<file path="src/rtl/axicb_pkg.sv">
// ---------------------------------------------------------------------------
// axicb_pkg
// Shared definitions for the AXI crossbar priority arbiter:
//   arb_state_e   - arbiter FSM state (IDLE, GRANTED)
//   AXICB_PRIO_W  - width of one requester priority field (3 = highest)
//   AXICB_MAX_REQ - largest supported requester count
// ---------------------------------------------------------------------------
package axicb_pkg;

  typedef enum logic [0:0] {
    IDLE    = 1'b0,
    GRANTED = 1'b1
  } arb_state_e;

  localparam int AXICB_PRIO_W  = 2;
  localparam int AXICB_MAX_REQ = 8;

endpackage : axicb_pkg

</file>
<file path="src/rtl/axicb_rr_pick.sv">
// ---------------------------------------------------------------------------
// axicb_rr_pick
// Combinational round-robin find-first-set: returns the first set bit of
// req at or after rr_ptr, wrapping from N-1 back to 0.
// Ports:
//   req     [N-1:0]     in  candidate requesters (already priority-masked)
//   rr_ptr  [IDX_W-1:0] in  round-robin start position (< N)
//   win     [N-1:0]     out one-hot winner (0 when req is 0)
//   win_idx [IDX_W-1:0] out winner index (0 when req is 0)
// ---------------------------------------------------------------------------
module axicb_rr_pick #(
  parameter int N     = 4,
  parameter int IDX_W = $clog2(N)
) (
  input  logic [N-1:0]     req,
  input  logic [IDX_W-1:0] rr_ptr,
  output logic [N-1:0]     win,
  output logic [IDX_W-1:0] win_idx
);

  logic found_s;

  // Two ascending scans: first the indices at/after rr_ptr, then the wrapped
  // indices below it; the first hit is the round-robin winner.
  always_comb begin
    win     = {N{1'b0}};
    win_idx = {IDX_W{1'b0}};
    found_s = 1'b0;
    for (int i = 0; i < N; i++) begin
      if (!found_s && req[i] && (IDX_W'(i) >= rr_ptr)) begin
        win[i]  = 1'b1;
        win_idx = IDX_W'(i);
        found_s = 1'b1;
      end else begin
        found_s = found_s;
      end
    end
    for (int i = 0; i < N; i++) begin
      if (!found_s && req[i] && (IDX_W'(i) < rr_ptr)) begin
        win[i]  = 1'b1;
        win_idx = IDX_W'(i);
        found_s = 1'b1;
      end else begin
        found_s = found_s;
      end
    end
  end

endmodule : axicb_rr_pick

</file>
<file path="src/rtl/axicb_prio_arbiter.sv">
// ---------------------------------------------------------------------------
// axicb_prio_arbiter
// Fixed-priority + round-robin arbiter. Among active requesters only those
// at the highest active priority level compete; ties are broken round-robin
// from rr_ptr. A grant is held until en (handshake done) or until the
// granted requester withdraws; new requests never pre-empt a grant.
//
// Optional feature (macro AXICB_ARB_TIMEOUT_EN): a stall counter releases a
// grant after TIMEOUT_CYCLES granted cycles without en, pulses tmo, advances
// rr_ptr and masks the stalled requester for the following arbitration.
//
// Ports:
//   aclk      in   clock, rising edge
//   srst      in   synchronous active-high reset
//   req       in   [REQ_NB] request levels
//   en        in   handshake-complete pulse for the granted requester
//   grant     out  [REQ_NB] one-hot registered grant
//   grant_vld out  high while a grant is held
//   grant_idx out  [$clog2(REQ_NB)] granted index, 0 when idle
//   tmo       out  one-cycle timeout pulse (0 without the feature)
// ---------------------------------------------------------------------------
module axicb_prio_arbiter
  import axicb_pkg::*;
#(
  parameter int                                REQ_NB         = 4,
  parameter logic [REQ_NB*AXICB_PRIO_W-1:0]    REQ_PRIO       = {(REQ_NB*AXICB_PRIO_W){1'b0}},
  parameter int                                TIMEOUT_CYCLES = 256
) (
  input  logic                       aclk,
  input  logic                       srst,
  input  logic [REQ_NB-1:0]          req,
  input  logic                       en,
  output logic [REQ_NB-1:0]          grant,
  output logic                       grant_vld,
  output logic [$clog2(REQ_NB)-1:0]  grant_idx,
  output logic                       tmo
);

  localparam int IDX_W = $clog2(REQ_NB);

  if (REQ_NB < 2 || REQ_NB > AXICB_MAX_REQ || TIMEOUT_CYCLES < 2 || TIMEOUT_CYCLES > 65535) begin : g_bad_cfg
    $error("axicb_prio_arbiter: parameter out of range");
  end

  arb_state_e              state_r;
  logic [IDX_W-1:0]        rr_ptr_r;
  logic [REQ_NB-1:0]       active_s;
  logic [AXICB_PRIO_W-1:0] top_prio_s;
  logic [REQ_NB-1:0]       cand_s;
  logic [REQ_NB-1:0]       pick_s;
  logic [IDX_W-1:0]        pick_idx_s;
  logic [IDX_W-1:0]        next_ptr_s;

`ifdef AXICB_ARB_TIMEOUT_EN
  localparam logic [15:0] TMO_LAST = 16'(TIMEOUT_CYCLES - 1);
  logic [15:0]       tmo_cnt_r;
  logic [REQ_NB-1:0] excl_r;

  // A requester that just timed out sits out one arbitration.
  assign active_s = req & ~excl_r;
`else
  assign active_s = req;
  assign tmo      = 1'b0;
`endif

  // Successor of the current grant, wrapping at REQ_NB-1.
  assign next_ptr_s = (grant_idx == IDX_W'(REQ_NB - 1)) ? {IDX_W{1'b0}} : grant_idx + 1'b1;

  // Find the highest active priority level and keep only requesters at it.
  always_comb begin
    top_prio_s = {AXICB_PRIO_W{1'b0}};
    cand_s     = {REQ_NB{1'b0}};
    for (int i = 0; i < REQ_NB; i++) begin
      if (active_s[i] && (REQ_PRIO[i*AXICB_PRIO_W +: AXICB_PRIO_W] > top_prio_s)) begin
        top_prio_s = REQ_PRIO[i*AXICB_PRIO_W +: AXICB_PRIO_W];
      end else begin
        top_prio_s = top_prio_s;
      end
    end
    for (int i = 0; i < REQ_NB; i++) begin
      cand_s[i] = active_s[i] && (REQ_PRIO[i*AXICB_PRIO_W +: AXICB_PRIO_W] == top_prio_s);
    end
  end

  axicb_rr_pick #(
    .N     (REQ_NB),
    .IDX_W (IDX_W)
  ) u_pick (
    .req     (cand_s),
    .rr_ptr  (rr_ptr_r),
    .win     (pick_s),
    .win_idx (pick_idx_s)
  );

  // Arbiter FSM with registered grant outputs; en beats withdrawal, and
  // both beat the stall timeout.
  always_ff @(posedge aclk) begin
    if (srst) begin
      state_r   <= IDLE;
      rr_ptr_r  <= {IDX_W{1'b0}};
      grant     <= {REQ_NB{1'b0}};
      grant_vld <= 1'b0;
      grant_idx <= {IDX_W{1'b0}};
`ifdef AXICB_ARB_TIMEOUT_EN
      tmo       <= 1'b0;
      tmo_cnt_r <= 16'd0;
      excl_r    <= {REQ_NB{1'b0}};
`endif
    end else begin
`ifdef AXICB_ARB_TIMEOUT_EN
      tmo <= 1'b0;
`endif
      case (state_r)
        IDLE: begin
`ifdef AXICB_ARB_TIMEOUT_EN
          excl_r    <= {REQ_NB{1'b0}};
          tmo_cnt_r <= 16'd0;
`endif
          if (|cand_s) begin
            grant     <= pick_s;
            grant_vld <= 1'b1;
            grant_idx <= pick_idx_s;
            state_r   <= GRANTED;
          end
        end
        GRANTED: begin
          if (en) begin
            grant     <= {REQ_NB{1'b0}};
            grant_vld <= 1'b0;
            grant_idx <= {IDX_W{1'b0}};
            rr_ptr_r  <= next_ptr_s;
            state_r   <= IDLE;
          end else if (!req[grant_idx]) begin
            grant     <= {REQ_NB{1'b0}};
            grant_vld <= 1'b0;
            grant_idx <= {IDX_W{1'b0}};
            state_r   <= IDLE;
          end
`ifdef AXICB_ARB_TIMEOUT_EN
          else if (tmo_cnt_r == TMO_LAST) begin
            tmo       <= 1'b1;
            excl_r    <= grant;
            grant     <= {REQ_NB{1'b0}};
            grant_vld <= 1'b0;
            grant_idx <= {IDX_W{1'b0}};
            rr_ptr_r  <= next_ptr_s;
            state_r   <= IDLE;
          end else begin
            tmo_cnt_r <= tmo_cnt_r + 16'd1;
          end
`endif
        end
        default: begin
          grant     <= {REQ_NB{1'b0}};
          grant_vld <= 1'b0;
          grant_idx <= {IDX_W{1'b0}};
          state_r   <= IDLE;
        end
      endcase
    end
  end

endmodule : axicb_prio_arbiter

</file>
<file path="config.mk">
export PLATFORM = sky130hd
export DESIGN_NAME = axicb_prio_arbiter
export DESIGN_NICKNAME = d
export VERILOG_FILES = /design/src/rtl/axicb_pkg.sv /design/src/rtl/axicb_rr_pick.sv /design/src/rtl/axicb_prio_arbiter.sv
export SDC_FILE = /design/constraint.sdc
export NUM_CORES = 1
export LEC_CHECK = 0
export ABC_AREA = 1
export CAP_MARGIN = 25
export CORE_AREA = 4 4 41 43
export CTS_CLUSTER_DIAMETER = 200
export DETAILED_ROUTE_END_ITERATION = 7
export DIE_AREA = 0 0 45 47
export PLACE_DENSITY = 0.7
export REMOVE_ABC_BUFFERS = 1
export SLEW_MARGIN = 40
export SYNTH_ARGS = -nofsm -noshare
export SYNTH_HDL_FRONTEND = slang
export SYNTH_SLANG_ARGS = --single-unit
export TNS_END_PERCENT = 5
</file>
<file path="constraint.sdc">
create_clock -name aclk -period 1.15 [get_ports aclk]
set_input_delay 0.1725 -clock aclk [delete_from_list [all_inputs] [get_ports aclk]]
set_output_delay 0.1725 -clock aclk [all_outputs]
set_load 0.01 [all_outputs]
</file>
; After elaboration in Yosys (flattened, before gate mapping)
; Index checks and enable logic that the tools add are counted.
[word_totals]
reg_bits = 10
latchBits = 0
ramBits = 0
mem_bits_ro = 0
in_bits = 7
out_inout_bits = 8
mem_count = 0
[classes]
n_addsub = 1
mul = 0
div = 0
magnitude_cmp = 9
eq_ne = 3
shifts = 0
n_mux = 40
bitwise = 1
reduce_logical = 25
[op_table]
columns = cell, count
row1 = 1-bit two-way mux, 22
row2 = 2-bit two-way mux, 10
row3 = 1-bit logical AND, 15
row4 = 4-bit two-way mux, 3
row5 = 4-bit case mux with 2 select lines, 1
row6 = 1-bit zero test, 7
row7 = 1-bit by 2-bit >= comparator with 1-bit output (first input constant), 2
row8 = 2-bit >= comparator (first input constant), 2
row9 = 1-bit by 2-bit less-than comparator with 1-bit output (first input constant), 2
row10 = 2-bit less-than comparator (first input constant), 2
row11 = 1-bit case mux with 2 select lines, 2
row12 = 2-bit case mux with 2 select lines, 1
row13 = 2-bit AND reduction, 2
row14 = 4-bit OR reduction, 1
row15 = 2-bit by 3-bit less-than comparator with 1-bit output (second input constant), 1
row16 = 3-bit != test (second input constant), 1
row17 = 2-bit by 1-bit adder with 2-bit output (second input constant), 1
row18 = 1-bit binary-select mux with 2-bit select, 1
row19 = 2-bit equality test (second input constant), 1
row20 = 2-bit != test (second input constant), 1
row21 = 1-bit NOT, 1

; Longest topological paths before layout
[depth]
word_depth = 33
ltp_mapped = 8
depth_no_buf = 8

; By module
; From an unflattened synthesis, not the netlist that was laid out.
[unflattened]
cells_unflattened = 89
hier_area_um2 = 590.6
[by_module_without_submodules]
columns = module, instances, cells_each, area_each_um2, seq_area_each_um2
row1 = axicb_prio_arbiter, 1, 62, 475.5, 200.2
row2 = axicb_rr_pick, 1, 27, 115.1, 0.0

; Least setup slack after synthesis
; No wires, ideal clock.
[synth_path]
kind = reg2reg
start = register grant_idx[0]
end = register grant[2]
arrival_ns = 1.034
t_required_ns = 1.079
path_slack_ns = 0.045
stages_incl_launch_ff = 7
path_cell_list = dfxtp_1 a21oi_1 o21ai_1 nand3_2 o21ai_2 nand2_1 a21oi_1
[synth_between]
elab_chain_cells = 4
[synth_lines]
columns = element, line
row1 = "start, declared", axicb_prio_arbiter.sv:35  ; output logic [$clog2(REQ_NB)-1:0] grant_idx,
row2 = "start signal, assigned", axicb_prio_arbiter.sv:103  ; grant_idx <= {IDX_W{1'b0}};
row3 = "start signal, assigned", axicb_prio_arbiter.sv:122  ; grant_idx <= pick_idx_s;
row4 = "start signal, assigned", axicb_prio_arbiter.sv:130  ; grant_idx <= {IDX_W{1'b0}};
row5 = 1-bit binary-select mux with 2-bit select, axicb_prio_arbiter.sv:133  ; end else if (!req[grant_idx]) begin
row6 = 1-bit two-way mux (implied by the code), axicb_prio_arbiter.sv:133
row7 = 3-bit != test (no source line), n/a
row8 = 2-bit AND reduction (no source line), n/a
row9 = "end signal, assigned", axicb_prio_arbiter.sv:128  ; grant <= {REQ_NB{1'b0}};
row10 = "end signal, assigned", axicb_prio_arbiter.sv:134  ; grant <= {REQ_NB{1'b0}};
row11 = "end signal, assigned", axicb_prio_arbiter.sv:154  ; grant <= {REQ_NB{1'b0}};
row12 = "end, declared", axicb_prio_arbiter.sv:33  ; output logic [REQ_NB-1:0] grant,
; Every way passes these cells. The select of a mux whose other input is x is not followed.
; A chain may end at the register's enable or synchronous reset.

; Final worst setup path
[layout_path]
start = register grant_idx[0]
end = register rr_ptr_r[0]
[layout_between]
elab_chain_cells = 2
[layout_lines]
columns = element, line
row1 = 2-bit by 1-bit adder with 2-bit output or 2-bit equality test (tied branches), axicb_prio_arbiter.sv:67  ; assign next_ptr_s = (grant_idx == IDX_W'(REQ_NB - 1)) ? {IDX_W{1'b0}} : grant_idx + 1'b1;
row2 = 2-bit two-way mux (*), axicb_prio_arbiter.sv:67
row3 = "end signal, assigned", axicb_prio_arbiter.sv:100  ; rr_ptr_r <= {IDX_W{1'b0}};
row4 = "end signal, assigned", axicb_prio_arbiter.sv:131  ; rr_ptr_r <= next_ptr_s;
row5 = "end, declared", axicb_prio_arbiter.sv:46  ; logic [IDX_W-1:0] rr_ptr_r;
; Mark *: on every way between the ends. The rest lies on a longest branch, timed or not.

==> out/qor.yml <==
status:
  outcome: "completed"
min_path:
  hold_start: "req[2]"
  hold_class: "input pin to flop"
  hold_depth: 5
  hold_end: "grant[2]"
timing:
  fin_ws_ns: 0.0220
  hold_viol_final: 0
  setup_viol: 0
  tns_ns: 0
  min_period_over_period_pct: 98.1
  maxSlewViolCount: 0
  holdWs_ns: 0.385
  period_needed_ns: 1.13
  clock-skew-final_ns: 0.00127
  grt_setup_unrepaired: "true"
  max_freq_ghz: 0.887
synthesis:
  avgSynthCellArea_sq_um: 6.87
  yosysUniqueCellTypes: 24
  synthTopCellsByArea: "dfxtp_1, nand2_1, a21oi_1"
  synthDominantCellAreaShare_pct: 36.9
  synth-seq-cells: 10
  ys_seq_area_share_pct: 36.9
  syn_area_sq_um: 543
  synth_top_area_cell: "dfxtp_1"
  yosys_warnings: 0
  netlist_instances: 79
place:
  gp_congestion: 0.830
  placed_cells: 112
  hpwlAfterDp_mm: 1.02
  port_buffers: 13
  post-place-ws_ns: -0.378
worst_setup_path:
  arrival_ns: 1.32
  endpoint_kind: "flop"
  reg2regPathDepth: 3
  worstSetupStartpointType: "flop"
  worstPathMaxFanout: 8
  ff2ff_setup_slack_ns: 0.02
  crit_type: "flop to flop"
  reg2reg_from: "grant_idx[0]"
  crit_path_start: "grant_idx[0]"
  worstPathRequired_ns: 1.35
  reg2reg_to: "rr_ptr_r[0]"
grt:
  grt.overflow.total: 0
  antenna_found_initial: 0
  grt_max_degree: 10
  grt_usage_pct: 14.8
  grt_pass1_vias: 562
  grt_pass1_wl_mm: 2.29
floorplan:
  dieWidth_um: 45
  start_util_pct: 41.7
  coreArea_sq_mm: 0.00130
  dieArea_sq_mm: 0.00212
  pin_count: 15
  row_count: 13
  die_height_um: 47
pwr:
  peakVddDrop_mv: 0.725
  leakage_nw: 0.389
  p_per_area_mw_per_mm2: 1160
finish:
  drive_gt1_share_pct: 32.7
  nets: 110
  stdcell_count: 116
  area_growth_syn_to_layout_pct: 48.4
  nFillCells: 120
  antenna_cells: 0
routing:
  via_per_inst: 5.06
  first_pass_iters: 5
  ant_nets: 0
  drc_errors: 0
  routed_wl_mm: 1.37
  avgRoutedWirePerCell_um: 11.8
  vias: 587
  drt_iter0_drc: 12
clock_network:
  clk_latency_ns: 0.27
  root_buffer: "clkbuf_4"
  cts.sinks: 10
  cts_tree: "done"
  cts-htree-levels: 1
  cts_setup_buffers: 0
  numCtsBuffers: 3
  clock_path_buffers: 2
  cts.clk_slew.worst_paths_ns: 0.07
job:
  maxCapViolCount: 0
[layout make-up]
cell class	count	area, sq um	share of cell area [%]
multi-input combinational	57	327	40.5
sequential	10	209	25.9
timing repair buffer	20	178	22.0
inverter	10	37.5	4.66
clock buffer	4	36.3	4.50
tap	15	18.8	2.33
[worst max path at each step]
stage | endpoint | slack, ns | cells after the start
after global placement | grant_idx[1] | -0.33 | 6
after global routing | grant[1] | -0.07 | 6
after floorplan | grant[2] | 0.05 | 6
after CTS | grant_idx[1] | -0.01 | 7
after detailed placement | grant[1] | -0.38 | 7
final | rr_ptr_r[0] | 0.02 | 3
[layout by cell type, fill, tap and decap left out, types with 3 or more instances in the layout]
master,synthesis,final
nand2_1,21,18
inv_1,9,8
a21oi_1,10,8
dlygate4sd2_1,0,8
buf_4,1,7
nand3_1,5,5
nand2_2,2,5
dfxtp_1,10,5
dfxtp_2,0,4
a21oi_2,1,3
clkbuf_4,0,3
[routing by layer]
layer | track usage, % | share of wire, %
met3 | 2.30 | 2.8
met4 | 8.77 | 3.5
met1 | 19.1 | 49
met2 | 23.2 | 45
met5 | 0 | 0
[worst max-delay path, cell delays in order (launching register included)]
cell     delay [ns]
dfxtp_4        0.38
ha_1           0.20
or3_1          0.34
a21oi_1        0.14
[where the power goes]
part	internal, W	total, W	switching, W	leakage (nW)
clock	0.000193	0.000321	0.000128	0.0210
combinational	0.0000953	0.000212	0.000117	0.284
sequential	0.000373	0.000399	0.0000264	0.0843
[kinds of logic (layout without fill, tap and decap cells)]
group,count (synthesis),count (layout),synth area share [%]
buffers and inverters,12,34,8.98
adders and majority gates,1,1,2.30
and+or+nand+nor,37,37,32.0
DFF,10,10,36.9
other,1,1,0.691
AOI/OAI and AO/OA,18,18,19.1
[per-stage QoR]
stage	total power, W	area, sq um	util (%)
2_1_floorplan	0.000502	532	-
3_3_place_gp	0.000608	733	56.3
3_5_place_dp	0.000611	733	56.3
4_1_cts	0.000930	776	59.6
5_1_grt	0.000987	806	61.9
6_report	0.000932	806	61.9
[cell usage after synthesis]
| cell type | n |
|---|---|
| clkbuf_1 | 1 |
| a21oi_1 | 10 |
| nand3_1 | 5 |
| buf_4 | 1 |
| nand4_1 | 2 |
| dfxtp_1 | 10 |
| o21ai_0 | 1 |
| a31oi_1 | 1 |
| a211oi_1 | 1 |
| nand2_1 | 21 |
| nor2_1 | 3 |
| nor2_2 | 1 |
| o21ai_2 | 1 |
| nand3_2 | 1 |
| inv_2 | 1 |
| o21ai_1 | 2 |
| conb_1 | 1 |
| inv_1 | 9 |
| nor2_4 | 1 |
| o211ai_1 | 1 |
| a21oi_2 | 1 |
| nand2_2 | 2 |
| or3_1 | 1 |
| ha_1 | 1 |
[sequential cells by signal, indices dropped and copies added (netlist names)]
| name | count |
|---|---|
| grant | 4 |
| grant_idx | 2 |
| grant_vld | 1 |
| rr_ptr_r | 2 |
| state_r | 1 |
[repair_timing]
item / in CTS / in global routing
pin swaps: 0 / 2
endpoints found under the setup margin: 15 / 9
resized for setup: 15 / 13
hold buffers: 0 / 0
gates cloned: 0 / 0
(Power assumes the default switching activity.)
